### config.mk
export PLATFORM = sky130hd
export DESIGN_NAME = multicycle_controller
export DESIGN_NICKNAME = d
export VERILOG_FILES = /design/src/rtl/multicycle_controller.sv
export SDC_FILE = /design/constraint.sdc
export NUM_CORES = 1
export LEC_CHECK = 0
export BUFFER_PORTS_ARGS = -buffer_cell sky130_fd_sc_hd__buf_2
export CAP_MARGIN = 20
export CORE_AREA = 2 2 48 62
export CTS_CLUSTER_SIZE = 40
export DETAILED_ROUTE_END_ITERATION = 12
export DIE_AREA = 0 0 50 64
export PLACE_DENSITY_LB_ADDON = 0.3
export SYNTH_ARGS = -nofsm -noshare
export SYNTH_HDL_FRONTEND = slang
export SYNTH_SLANG_ARGS = --single-unit
### constraint.sdc
create_clock -name clk -period 2.3 [get_ports clk]
set_input_delay 0.23 -clock clk [delete_from_list [all_inputs] [get_ports clk]]
set_output_delay 0.23 -clock clk [all_outputs]
set_load 0.05 [all_outputs]
### src/rtl/multicycle_controller.sv
// Multi-cycle sequencer for the ARM-subset datapath: fetch/decode FSM, NZCV
// flag register, condition evaluation and bounded memory-wait handling.
module multicycle_controller #(
  parameter int MEM_WAIT_MAX = 15
) (
  input  logic        clk,
  input  logic        rst,
  input  logic [31:0] instruction,
  input  logic [3:0]  alu_flags,
  input  logic        mem_ready,
  output logic        pc_write,
  output logic        ir_write,
  output logic        reg_write,
  output logic        mem_write,
  output logic        mem_req,
  output logic        pc_src,
  output logic        mem_reg,
  output logic        alu_src,
  output logic [1:0]  imm_src,
  output logic [1:0]  reg_src,
  output logic [3:0]  alu_control,
  output logic [3:0]  flags,
  output logic        timeout,
  output logic [3:0]  state_dbg
);

  localparam logic [3:0] S_FETCH    = 4'd0;
  localparam logic [3:0] S_DECODE   = 4'd1;
  localparam logic [3:0] S_EXEC_DP  = 4'd2;
  localparam logic [3:0] S_ALU_WB   = 4'd3;
  localparam logic [3:0] S_MEM_ADDR = 4'd4;
  localparam logic [3:0] S_MEM_RD   = 4'd5;
  localparam logic [3:0] S_MEM_WB   = 4'd6;
  localparam logic [3:0] S_MEM_WR   = 4'd7;
  localparam logic [3:0] S_BRANCH   = 4'd8;

  localparam logic [3:0] ALU_ADD = 4'b0000;
  localparam logic [3:0] ALU_SUB = 4'b0001;
  localparam logic [3:0] ALU_AND = 4'b0010;
  localparam logic [3:0] ALU_ORR = 4'b0011;

  // The counter holds the number of stalled cycles already spent; the
  // stalled cycle that would make it MEM_WAIT_MAX is the one that times out.
  localparam int CW = (MEM_WAIT_MAX < 2) ? 1 : $clog2(MEM_WAIT_MAX);
  localparam logic [CW-1:0] WAIT_LAST = CW'(MEM_WAIT_MAX - 1);

  logic [3:0]    state_q, state_d;
  logic [3:0]    flags_q, flags_d;
  logic [CW-1:0] cnt_q, cnt_d;
  logic          timeout_q, timeout_d;

  logic [3:0] cond, cmd;
  logic [1:0] op;
  logic       i_bit, s_bit, u_bit, rd_pc;
  logic       flag_n, flag_z, flag_c, flag_v;
  logic       cond_pass;
  logic [3:0] dp_alu;
  logic       dp_ok, dp_logic, dp_cmp;
  logic       unused_instr_bits;

  assign cond   = instruction[31:28];
  assign op     = instruction[27:26];
  assign i_bit  = instruction[25];
  assign cmd    = instruction[24:21];
  assign u_bit  = instruction[23];
  assign s_bit  = instruction[20];
  assign rd_pc  = (instruction[15:12] == 4'hF);
  assign unused_instr_bits = ^{instruction[19:16], instruction[11:0]};

  assign {flag_n, flag_z, flag_c, flag_v} = flags_q;

  always_comb begin
    cond_pass = 1'b0;
    case (cond)
      4'b0000: cond_pass = flag_z;
      4'b0001: cond_pass = !flag_z;
      4'b0010: cond_pass = flag_c;
      4'b0011: cond_pass = !flag_c;
      4'b0100: cond_pass = flag_n;
      4'b0101: cond_pass = !flag_n;
      4'b0110: cond_pass = flag_v;
      4'b0111: cond_pass = !flag_v;
      4'b1000: cond_pass = flag_c && !flag_z;
      4'b1001: cond_pass = !flag_c || flag_z;
      4'b1010: cond_pass = (flag_n == flag_v);
      4'b1011: cond_pass = (flag_n != flag_v);
      4'b1100: cond_pass = !flag_z && (flag_n == flag_v);
      4'b1101: cond_pass = flag_z || (flag_n != flag_v);
      4'b1110: cond_pass = 1'b1;
      default: cond_pass = 1'b0;
    endcase
  end

  always_comb begin
    dp_alu   = ALU_ADD;
    dp_ok    = 1'b1;
    dp_logic = 1'b0;
    dp_cmp   = 1'b0;
    case (cmd)
      4'b0100: dp_alu = ALU_ADD;
      4'b0010: dp_alu = ALU_SUB;
      4'b0000: begin dp_alu = ALU_AND; dp_logic = 1'b1; end
      4'b1100: begin dp_alu = ALU_ORR; dp_logic = 1'b1; end
      4'b1010: begin dp_alu = ALU_SUB; dp_cmp = 1'b1; end
      default: dp_ok = 1'b0;
    endcase
  end

  // Memory handshake: mem_req is held for the whole MEM_RD/MEM_WR stay and the
  // access completes in the cycle where mem_req && mem_ready are both high.
  always_comb begin
    state_d     = state_q;
    flags_d     = flags_q;
    cnt_d       = '0;
    timeout_d   = timeout_q;
    pc_write    = 1'b0;
    ir_write    = 1'b0;
    reg_write   = 1'b0;
    mem_write   = 1'b0;
    mem_req     = 1'b0;
    pc_src      = 1'b0;
    mem_reg     = 1'b0;
    alu_src     = 1'b0;
    imm_src     = 2'b00;
    reg_src     = 2'b00;
    alu_control = ALU_ADD;
    case (state_q)
      S_FETCH: begin
        ir_write = 1'b1;
        pc_write = 1'b1;
        state_d  = S_DECODE;
      end
      S_DECODE: begin
        if (!cond_pass) state_d = S_FETCH;
        else begin
          case (op)
            2'b00:   state_d = S_EXEC_DP;
            2'b01:   state_d = S_MEM_ADDR;
            2'b10:   state_d = S_BRANCH;
            default: state_d = S_FETCH;
          endcase
        end
      end
      S_EXEC_DP: begin
        alu_src     = i_bit;
        alu_control = dp_alu;
        if (dp_ok && (s_bit || dp_cmp))
          flags_d = dp_logic ? {alu_flags[3:2], flags_q[1:0]} : alu_flags;
        state_d = (!dp_ok || dp_cmp) ? S_FETCH : S_ALU_WB;
      end
      S_ALU_WB: begin
        if (rd_pc) begin
          pc_write = 1'b1;
          pc_src   = 1'b1;
        end else begin
          reg_write = 1'b1;
        end
        state_d = S_FETCH;
      end
      S_MEM_ADDR: begin
        imm_src     = 2'b01;
        alu_src     = !i_bit;
        alu_control = u_bit ? ALU_ADD : ALU_SUB;
        state_d     = s_bit ? S_MEM_RD : S_MEM_WR;
      end
      S_MEM_RD: begin
        mem_req = 1'b1;
        if (mem_ready) state_d = S_MEM_WB;
        else if (cnt_q == WAIT_LAST) begin
          timeout_d = 1'b1;
          state_d   = S_FETCH;
        end else cnt_d = cnt_q + CW'(1);
      end
      S_MEM_WB: begin
        mem_reg = 1'b1;
        if (rd_pc) begin
          pc_write = 1'b1;
          pc_src   = 1'b1;
        end else begin
          reg_write = 1'b1;
        end
        state_d = S_FETCH;
      end
      S_MEM_WR: begin
        reg_src = 2'b10;
        mem_req = 1'b1;
        if (mem_ready) begin
          mem_write = 1'b1;
          state_d   = S_FETCH;
        end else if (cnt_q == WAIT_LAST) begin
          timeout_d = 1'b1;
          state_d   = S_FETCH;
        end else cnt_d = cnt_q + CW'(1);
      end
      S_BRANCH: begin
        reg_src     = 2'b01;
        imm_src     = 2'b10;
        alu_src     = 1'b1;
        alu_control = ALU_ADD;
        pc_write    = 1'b1;
        pc_src      = 1'b1;
        state_d     = S_FETCH;
      end
      default: state_d = S_FETCH;
    endcase
    // Reset holds the state at FETCH, so its enables must be suppressed too.
    if (!rst) begin
      pc_write  = 1'b0;
      ir_write  = 1'b0;
      reg_write = 1'b0;
      mem_write = 1'b0;
      mem_req   = 1'b0;
    end
  end

  always_ff @(posedge clk or negedge rst) begin
    if (!rst) begin
      state_q   <= S_FETCH;
      flags_q   <= 4'b0000;
      cnt_q     <= '0;
      timeout_q <= 1'b0;
    end else begin
      state_q   <= state_d;
      flags_q   <= flags_d;
      cnt_q     <= cnt_d;
      timeout_q <= timeout_d;
    end
  end

  assign flags     = flags_q;
  assign timeout   = timeout_q;
  assign state_dbg = state_q;

endmodule

; Word level (Yosys, flattened, before mapping)
; Index checks and enable logic that the tools add are counted.
[totals]
register_bits = 13
inputBits = 39
out_inout_bits = 25
word_cells = 102
[op_classes]
n_addsub = 1
n_eq_ne = 32
muxes = 36
n_bitwise = 2
reduce_logical = 26
[op_table]
columns = op, count
row1 = 4-bit == test (second input constant), 12
row2 = 4-bit by 3-bit == test with 1-bit output (second input constant), 9
row3 = 4-bit 2-to-1 mux, 7
row4 = 4-bit case mux with 6 select lines, 1
row5 = 4-bit by 2-bit == test with 1-bit output (second input constant), 5
row6 = 1-bit 2-to-1 mux, 17
row7 = 1-bit case mux with 15 select lines, 1
row8 = 4-bit logical NOT, 3
row9 = 4-bit case mux with 3 select lines, 1
row10 = 2-bit OR reduction, 5
row11 = 4-bit by 1-bit == test with 1-bit output (second input constant), 2
row12 = 2-bit case mux with 2 select lines, 2
row13 = 4-bit case mux with 2 select lines, 1
row14 = 1-bit logical NOT, 6
row15 = 2-bit case mux with 3 select lines, 1
row16 = 3-bit AND reduction, 2
row17 = 5-bit OR reduction, 1
row18 = 4-bit by 1-bit adder with 4-bit output (second input constant), 1
row19 = 1-bit logical OR, 4
row20 = 2-bit 2-to-1 mux, 2
row21 = 1-bit case mux with 2 select lines, 2
row22 = 1-bit logical AND, 3
row23 = 1-bit case mux with 3 select lines, 1
row24 = 2-bit by 1-bit == test with 1-bit output (second input constant), 1
row25 = 6 further kinds, 7

; Longest topological paths before layout
; Gate-level depths: netlist (run 1).
[logic_depth]
depth_word = 7
ltp_mapped = 7

; Worst setup path before layout (run 1)
; No wires, ideal clock.
[synth_path]
path_type = register to output
from = register state_q[3], in the netlist state_dbg[3]
to = output alu_control[0]
arrival_ps = 3185
required_ps = 2070
path_slack_ps = -1115
path_stages_with_launch = 5
n_path_buf = 0
cell_sequence = dfrtp_1 nand2b_1 nor3_1 a21oi_1 o21ai_0
[synth_via]
elab_chain_cells = 2
elab_cells_between_ends = 3
cone_classes = 2 x eq/ne / 1 x mux
[synth_rtl]
columns = element, line_no
row1 = "start, declared", 47  ; logic [3:0] state_q, state_d;
row2 = "start signal, assigned", 223  ; state_q <= state_d;
row3 = 4-bit by 3-bit == test with 1-bit output / 4-bit by 2-bit == test with 1-bit output (equally long branches), 127  ; case (state_q)
row4 = 4-bit case mux with 2 select lines *, 127
row5 = "end, declared", 21  ; output logic [3:0] alu_control,
; Every way passes the cells marked *; elsewhere a longest branch is shown, timed or not.

; Worst setup path after layout (run 1)
[layout_path]
from = register state_q[2], in the netlist state_dbg[2]
to = output pc_write
[layout_via]
elab_chain_cells = 4
elab_cells_between_ends = 8
cone_classes = 3 x eq/ne / 2 x mux / 3 x reduce/logical
[layout_rtl]
columns = element, line_no
row1 = 4-bit == test (tied with other cells), 127
row2 = 2-bit OR reduction (no source line), -
row3 = 1-bit case mux with 2 select lines *, 127
row4 = 1-bit 2-to-1 mux *, 207  ; if (!rst) begin
row5 = "end, declared", 11  ; output logic pc_write,
; Marked as above.

==> impl_metrics.json, run 1 <==
{
  "syn_inst": 126,
  "die_h_um": 64,
  "final_core_util_pct": 54.5,
  "required_ns": 2.07,
  "viasPerCell": 5.37,
  "slew_viol_final": 0,
  "final_common_cell": "buf_2",
  "cp_max_fo": 7,
  "design_area_sq_mm": 0.00142,
  "dp_hpwl_um": 2170,
  "grt_start_max_net_pins": 18,
  "fin_skew_ns": 0.00342,
  "cts_buffers": 3,
  "drt_pass1_iterations": 4,
  "hp-class": "input port to flip-flop",
  "cts_tree": "built",
  "synth_ff_type": "dfrtp_1",
  "synth_seq_cells": 13,
  "path_clk_slew_ns": 0.09,
  "grt_usage_pct": 17.4,
  "finalWirelength_um": 2690,
  "worst-endpoint-arrival_ns": 1.92,
  "status": "finished, final reports clean",
  "yosysTopAreaCell": "dfrtp_1",
  "root_buffer": "clkbuf_4",
  "worstSetupEndpointType": "output port",
  "drtIter0Drc": 10,
  "fmax_ghz": 0.466,
  "dpl_cell_area_sq_mm": 0.00137,
  "hold_viol_final": 0,
  "synth_edf_count": 0,
  "fin_crit_sh_pct": 93.3,
  "period_minus_slack_ns": 2.15,
  "n_antenna_cell": 0,
  "synthToLayoutAreaGrowth_pct": 31.0,
  "synthesis.area_sq_mm": 0.00108,
  "gp_congestion": 0.854,
  "die_w_um": 50,
  "die_area_sq_mm": 0.00320,
  "total_power_mw": 1.60,
  "met1_usage_pct": 19.9,
  "async_reset_ff_share_pct": 100,
  "via_count": 1107,
  "synthTopCellsByArea": "dfrtp_1, mux2_2, nor2_1",
  "grtUsageMet2_pct": 32.7,
  "boundaryPins": 64,
  "initial_core_util_pct": 41.6,
  "drive_gt1_share_pct": 43.0,
  "num_rows": 21,
  "synth-seq-area-share_pct": 30.1,
  "cts_max_level": 1,
  "ys_types": 45,
  "place.port_buffers": 45,
  "cts.sinks": 13,
  "startpoint_type": "flip-flop",
  "p_leak_nw": 0.707,
  "fillerInstances": 244,
  "cts.path.max_buffers": 2,
  "fin_setup_tns_ns": 0,
  "grt-ovfl-total": 0,
  "layout.nets": 214,
  "rsz0062_at_grt": "no",
  "core_sq_mm": 0.00260,
  "grt_pass1_wl_um": 4450,
  "drc": 0,
  "grt_pass1_vias": 1074,
  "cap_violations": 0,
  "ant_nets": 0,
  "wire_per_inst_um": 13.1,
  "antenna_found_initial": 0,
  "yosysTopAreaCellShare_pct": 30.1,
  "ys.warnings.count": 0,
  "setup_viol": 0,
  "grt_use_met3_pct": 3.04,
  "final_cell_mix": "buf_2, dfrtp_1, nor2_1",
  "power.density_mw_per_mm2": 1130,
  "insertion_delay_ns": 0.27,
  "grt_busiest_layer": "met2",
  "worstSetupPathType": "flip-flop to output port",
  "vdd_drop_max_uv": 588,
  "avgSynthCellArea_sq_um": 8.59
}
-- final timing paths --
check                                       start                     end  slack (ns)  cells after the start
setup / recovery           state_dbg[2]$_DFF_PN0_                pc_write        0.15                      5
hold / removal                    instruction[26]  state_dbg[3]$_DFF_PN0_        0.14                      2
setup reg to reg             flags[3]$_DFFE_PN0P_  state_dbg[1]$_DFF_PN0_        0.60                      5
hold reg to reg               timeout$_DFFE_PN0P_     timeout$_DFFE_PN0P_        0.49                      1
max in group asynchronous                     rst  state_dbg[1]$_DFF_PN0_        1.61                      2
min in group asynchronous                     rst  state_dbg[2]$_DFF_PN0_        0.39                      2
-- cells in the mapped netlist (2+ instances only) --
| library cell | number |
|---|---|
| dfrtp_1 | 13 |
| nor2_1 | 10 |
| nor3_1 | 7 |
| o21ai_0 | 7 |
| mux2_2 | 6 |
| nand2_1 | 6 |
| nand3_1 | 6 |
| a21oi_1 | 5 |
| inv_1 | 5 |
| nand2b_1 | 5 |
| nor2b_1 | 5 |
| clkbuf_1 | 4 |
| xor2_1 | 4 |
| and3_1 | 3 |
| nor3b_1 | 3 |
| a21o_1 | 2 |
| a31oi_1 | 2 |
| buf_4 | 2 |
| ha_1 | 2 |
| nand3b_1 | 2 |
| nand4b_1 | 2 |
| xnor2_1 | 2 |
-- metal layers --
layer | vias to the layer above | wire length (um)
li1 | 547 | -
met1 | 533 | 1110
met2 | 25 | 1470
met3 | 2 | 106
met4 | 0 | 6
met5 | - | 0
-- stage by stage --
| stage | instances | hold slack [ns] | setup slack (ns) |
|---|---|---|---|
| after floorplan | 127 | -0.0656 | -0.295 |
| after global placement | 201 | 0.160 | 0.501 |
| after global routing | 206 | 0.154 | 0.0333 |
| after detailed placement | 201 | 0.169 | 0.418 |
| after CTS | 206 | 0.130 | 0.101 |
| final | 206 | 0.143 | 0.155 |
-- cell type report --
type | count | area (sq um) | area share (%)
clock inverter | 1 | 5.00 | 0.353
clock buffer | 3 | 22.5 | 1.59
timing repair buffer | 49 | 258 | 18.2
inverter | 5 | 18.8 | 1.32
tap | 34 | 42.5 | 3.00
sequential | 13 | 327 | 23.0
multi-input combinational | 101 | 744 | 52.5
-- logic make-up after synthesis --
group	synth area share, %
XOR/XNOR	4.86
AO/OA/AOI/OAI	21.0
adder cells (fa/ha/maj)	2.31
other	0.346
multiplexers	7.17
buffers and inverters	6.01
AND/OR/NAND/NOR	28.2
flip-flops	30.1
-- report_power, final --
group,internal [mW],switching [mW],leakage (nW)
logic,0.336,0.721,0.516
registers,0.292,0.105,0.173
clock network,0.0644,0.0775,0.0177
total,0.693,0.903,0.707
-- worst max-delay path, cell delays in order (launching register included) --
cell     delay [ns]
dfrtp_1        0.45
nor2b_1        0.42
a31oi_1        0.22
o21ai_4        0.17
a21o_1         0.13
buf_2          0.25
-- flip-flops by register name, summed over array words and instances (netlist names) --
register   count
timeout        1
flags          4
state_dbg      4
cnt_q          4
-- timing repair --
item / in CTS / in global routing
setup buffers: 0 / 0
setup endpoints to repair: 0 / 3
gates resized for setup: 0 / 2
endpoints found under the hold margin: 13 / 0
hold buffers: 1 / 0
Power figures use the tool's default switching activity.
==> inputs of run 2 (changes only) <==
- ABC_AREA: default -> 1
- CORE_AREA: 2 2 48 62 -> 2 2 48 61
- DIE_AREA: 0 0 50 64 -> 0 0 50 63
- clock period: 2.3 -> 2.03 ns (I/O delays scaled with it)
==> run 2 against run 1 <==
  * Clock skew increased by 0.0038 ns
  * Flip-flop and latch count unchanged
  * Wire length fell by 7.1%
  * Area after synthesis shrank 2.4%
  * Setup slack better by 0.026 ns
  * Sequential share of layout area increased by 0.70 points
  * Synthesized cell count rose by 29%
  * Total power fell by 7.5%
  * Register-to-register slack improved by 0.12 ns
  * Critical path type unchanged
  * Highest routed layer unchanged
==> impl_metrics.json, run 2 <==
{
  "status": "finished, final reports clean",
  "num_rows": 21,
  "ys_types": 30,
  "critPathSlowestCell": "dfrtp_2",
  "ant_nets": 0,
  "grt_pass1_wl_um": 4530,
  "min-delay-start": "alu_flags[2]",
  "topRoutingLayerUsed": "met4",
  "finalWirelength_um": 2500,
  "grt_start_max_net_pins": 15,
  "antenna_found_initial": 0,
  "dp_cells": 241,
  "die_w_um": 50,
  "wire_per_inst_um": 10.2,
  "dp_hpwl_um": 2100,
  "cts.sinks": 13,
  "hold_viol_final": 0,
  "dpl_cell_area_sq_mm": 0.00136,
  "viasPerCell": 4.75,
  "worst-endpoint-arrival_ns": 1.65,
  "n_antenna_cell": 0,
  "synth_seq_cells": 13,
  "grt_pass1_vias": 1131,
  "crit_path_start": "state_dbg[3]$_DFF_PN0_",
  "wl_met2_um": 1270,
  "power_switching_mw": 0.844,
  "die_h_um": 63,
  "place.port_buffers": 45,
  "wl_met1_um": 1090,
  "r2r-start": "state_dbg[1]$_DFF_PN0_",
  "grt_usage_pct": 17.8,
  "avgSynthCellArea_sq_um": 6.52,
  "total_power_mw": 1.48,
  "drive_gt1_share_pct": 33.0,
  "grt-ovfl-total": 0,
  "fillerInstances": 288,
  "required_ns": 1.83,
  "fin_crit_sh_pct": 91.1,
  "whs_endpoint": "flags[2]$_DFFE_PN0P_",
  "boundaryPins": 64,
  "ys.warnings.count": 0,
  "final_cell_mix": "nand2_1, buf_2, inv_1",
  "cp_max_fo": 4,
  "setup_viol": 0,
  "initial_core_util_pct": 40.6,
  "layout.cells.non_filler": 246,
  "rsz0062_at_grt": "no",
  "async_reset_ff_share_pct": 100,
  "dp_slack_ns": 0.488,
  "synth_ff_type": "dfrtp_1",
  "gp_congestion": 0.841,
  "power.density_mw_per_mm2": 1060,
  "wl_met3_um": 132,
  "insertion_delay_ns": 0.27,
  "seq_area_sq_um": 330,
  "swShare_pct": 57.1,
  "synth_edf_count": 0,
  "cts_resized": 0,
  "synthTopCellsByArea": "dfrtp_1, nand2_1, nand3_1",
  "core_sq_mm": 0.00260,
  "final_core_util_pct": 53.5,
  "setup_ws_ns": 0.181,
  "drtIter0Drc": 17,
  "die_area_sq_mm": 0.00315,
  "fin_skew_ns": 0.00721,
  "p_leak_nw": 0.812,
  "cts.path.max_buffers": 2,
  "crit_buf_inv": 2,
  "hp-class": "input port to flip-flop",
  "syn_inst": 162,
  "period_minus_slack_ns": 1.85,
  "reg2reg_setup_slack_ns": 0.72,
  "startpoint_type": "flip-flop",
  "power.internal_mw": 0.633,
  "via_count": 1169,
  "multi_input_area_sq_um": 647,
  "synthToLayoutAreaGrowth_pct": 31.8,
  "hold_depth": 3,
  "critical-path-max-stage-delay_ns": 0.43,
  "vdd_drop_max_uv": 745,
  "yosysTopAreaCellShare_pct": 30.8,
  "p_clk_share_pct": 10.5,
  "path_clk_slew_ns": 0.08,
  "design_area_sq_mm": 0.00139,
  "root_buffer": "clkbuf_4",
  "drc": 0,
  "layout.nets": 254,
  "cts_max_level": 1,
  "synthTopCellsByCount": "nand2_1, inv_1, nor2_1",
  "yosysMostFrequentCell": "nand2_1",
  "worstSetupPathType": "flip-flop to output port",
  "whs_ns": 0.145,
  "worstSetupEndpointType": "output port",
  "yosysTopAreaCell": "dfrtp_1",
  "path_cells": "inv_1, nand2_2, o22ai_2, nand2_1, a31oi_2, buf_2",
  "reg2regPathDepth": 8,
  "combPwrFrac_pct": 61.9,
  "fin_setup_tns_ns": 0,
  "cts_tree": "built",
  "power_frac_seq_pct": 27.6,
  "synth-seq-area-share_pct": 30.8,
  "cts_buffers": 3,
  "synthesis.area_sq_mm": 0.00106,
  "cap_violations": 0,
  "fmax_ghz": 0.541,
  "drt_pass1_iterations": 4,
  "reg2reg_to": "flags[0]$_DFFE_PN0P_",
  "cp_top_family": "flip-flops",
  "slew_viol_final": 0
}
run 2: worst max-delay path by stage:
stage / end / cells after the start
after floorplan: alu_src / 5
after global placement: pc_write / 6
after detailed placement: pc_write / 6
after CTS: pc_write / 6
after global routing: pc_write / 6
final: pc_write / 6
run 2: layout make-up:
class                   count  share of cell area, %
multi-input cells         122                   46.5
clock buffers               4                   1.89
inverters                  26                   7.37
flip-flops and latches     13                   23.7
repair buffers             47                   17.4
well taps                  34                   3.06
run 2: power by group through the flow:
stage / logic (mW) / clock network, mW / registers (mW)
CTS: 0.922 / 0.162 / 0.408
detailed placement: 0.917 / 0 / 0.413
global route: 0.993 / 0.183 / 0.419
global placement: 0.914 / 0 / 0.415
finish: 0.914 / 0.155 / 0.407
floorplan: 0.521 / 0 / 0.599
run 2: layer usage:
metal / vias up / track usage, %
met3: 2 / 2.15
met5: - / 0
met4: 0 / 4.17
met2: 35 / 31.9
li1: 617 / -
met1: 515 / 22.0
run 2: tightest hold or removal path: cells and delay by family:
kind	cells	cell delay, ns
buffers and inverters	1	0.08
AND/OR/NAND/NOR	2	0.10
run 2: logic make-up after synthesis:
logic type | Yosys count | synth area share, %
buf+inv | 28 | 11.1
other cells | 1 | 0.355
simple gates | 100 | 44.4
flops | 13 | 30.8
compound gates | 16 | 9.24
xor+xnor | 2 | 1.66
fa+ha+maj | 2 | 2.37
run 2: repair_timing:
action | CTS | global route
buffers inserted | 0 | 0
hold buffers | 1 | 0
hold endpoints to repair | 13 | 0
==> inputs of run 3 (changes only) <==
==> constraint.sdc (replaced) <==
create_clock -name clk -period 2.03 [get_ports clk]
set_input_delay 0.203 -clock clk [delete_from_list [all_inputs] [get_ports clk]]
set_output_delay 0.203 -clock clk [all_outputs]
set_load 0.1 [all_outputs]
==> run 3 against run 2 <==
  * Setup slack got worse by 0.092 ns
  * Total power increased by 38%
  * Hold slack about the same
  * Sequential power increased by 6.1%
  * Combinational power increased by 58%
  * Die area unchanged
  * Sequential share of layout area decreased by 1.3 points
  * Register-to-register slack got worse by 0.07 ns
  * Maximum frequency decreased by 4.7%
  * Critical path depth decreased by 1
  * Flip-flop and latch count unchanged
==> impl_metrics.json, run 3 (synthesized netlist as in run 2, its figures left out) <==
{
  "status": "finished, final reports clean",
  "via_count": 1167,
  "boundaryPins": 64,
  "whs_ns": 0.144,
  "worst-endpoint-arrival_ns": 1.74,
  "core_sq_mm": 0.00260,
  "final_cell_mix": "nand2_1, buf_2, inv_1",
  "worstSetupPathType": "flip-flop to output port",
  "insertion_delay_ns": 0.27,
  "crit_buf_inv": 1,
  "fillerInstances": 247,
  "dp_cells": 241,
  "finalWirelength_um": 2530,
  "cts_setup_buffers": 0,
  "initial_core_util_pct": 40.6,
  "grt_usage_pct": 17.4,
  "die_area_sq_mm": 0.00315,
  "antenna_found_initial": 0,
  "grt_start_max_net_pins": 15,
  "fin_skew_ns": 0.00812,
  "fin_setup_tns_ns": 0,
  "cts.path.max_buffers": 2,
  "power.density_mw_per_mm2": 1340,
  "n_antenna_cell": 0,
  "cts_max_level": 1,
  "ant_nets": 0,
  "cap_violations": 0,
  "layout.cells.non_filler": 246,
  "grt-ovfl-total": 0,
  "fin_crit_sh_pct": 95.6,
  "rsz0062_at_grt": "no",
  "hold_viol_final": 0,
  "drtIter0Drc": 22,
  "die_h_um": 63,
  "cp_top_family": "flip-flops",
  "root_buffer": "clkbuf_4",
  "path_clk_slew_ns": 0.07,
  "viasPerCell": 4.74,
  "layout.nets": 254,
  "final_common_cell": "nand2_1",
  "grt_pass1_wl_um": 4320,
  "cts.sinks": 13,
  "num_rows": 21,
  "fmax_ghz": 0.515,
  "cp_max_fo": 6,
  "period_minus_slack_ns": 1.94,
  "setup_viol": 0,
  "drive_gt1_share_pct": 34.9,
  "dp_hpwl_um": 2180,
  "p_leak_nw": 0.833,
  "synthToLayoutAreaGrowth_pct": 43.5,
  "path_cells": "or2_4, o22ai_2, nand2_1, a31oi_4, buf_12",
  "cts_tree": "built",
  "cts_buffers": 3,
  "slew_viol_final": 0,
  "gp_congestion": 0.773,
  "required_ns": 1.83,
  "drt_pass1_iterations": 4,
  "dp_slack_ns": 0.332,
  "worstSetupEndpointType": "output port",
  "hp-class": "input port to flip-flop",
  "drc": 0,
  "place.port_buffers": 45,
  "die_w_um": 50,
  "setup_ws_ns": 0.0887,
  "grt_pass1_vias": 1078,
  "critPathSlowestCell": "dfrtp_4",
  "final_core_util_pct": 58.2,
  "vdd_drop_max_uv": 1220,
  "startpoint_type": "flip-flop",
  "wire_per_inst_um": 10.3,
  "critical-path-max-stage-delay_ns": 0.52
}
[run 3: cell types whose count changed in the layout (fill, tap and decap cells not counted), sizes merged]
cell / delta
buf: -2
clkbuf: +2
[run 3: cell type report]
class / instances / area, sq um / share of cell area [%]
Inverter: 26 / 105 / 6.94
Clock buffer: 4 / 26.3 / 1.73
Timing Repair Buffer: 47 / 308 / 20.3
Sequential cell: 13 / 340 / 22.5
Multi-Input combinational cell: 122 / 693 / 45.7
Tap cell: 34 / 42.5 / 2.81
[run 3: per-layer routing]
| layer | part of all wire (%) | track usage (%) | wire, um | vias up |
|---|---|---|---|---|
| li1 | - | - | - | 617 |
| met1 | 41 | 20.2 | 1040 | 512 |
| met2 | 51 | 31.1 | 1290 | 36 |
| met3 | 7.1 | 2.87 | 180 | 2 |
| met4 | 0.71 | 6.25 | 18 | 0 |
| met5 | 0 | 0 | 0 | - |
[run 3: path summary, 6_finish.rpt]
path	start	to	slack, ns	depth (start not counted)
setup / recovery	state_dbg[0]$_DFF_PN0_	pc_write	0.09	5
hold / removal	alu_flags[2]	flags[2]$_DFFE_PN0P_	0.14	3
setup reg to reg	state_dbg[0]$_DFF_PN0_	flags[0]$_DFFE_PN0P_	0.65	7
hold reg to reg	timeout$_DFFE_PN0P_	timeout$_DFFE_PN0P_	0.49	1
max in group asynchronous	rst	state_dbg[0]$_DFF_PN0_	1.44	3
min in group asynchronous	rst	timeout$_DFFE_PN0P_	0.40	3
[run 3: what timing repair did]
item	4_1_cts	5_1_grt
endpoints found under the setup margin	0	3
resized for setup	0	3
hold buffers	1	0
hold endpoints to repair	13	0
[run 3: through the flow]
stage	total power, mW	instance area (sq um)
floorplan	1.57	1150
global placement	1.87	1470
detailed placement	1.88	1470
CTS	2.04	1510
global route	2.14	1520
finish	2.03	1520
[run 3: worst register-to-register path: stages, from the launching register on]
cell and delay (ns):
dfrtp_4 0.52, or2_4 0.32, nor2_8 0.12, nand3_4 0.09, clkinv_4 0.07, nand2_2 0.05, nand2_1 0.07, nand2_1 0.04
[run 3: power by group]
group | internal [mW] | leakage, nW | switching [mW]
Clock | 0.0761 | 0.0150 | 0.0796
Combinational | 0.328 | 0.651 | 1.12
Sequential | 0.338 | 0.167 | 0.0940
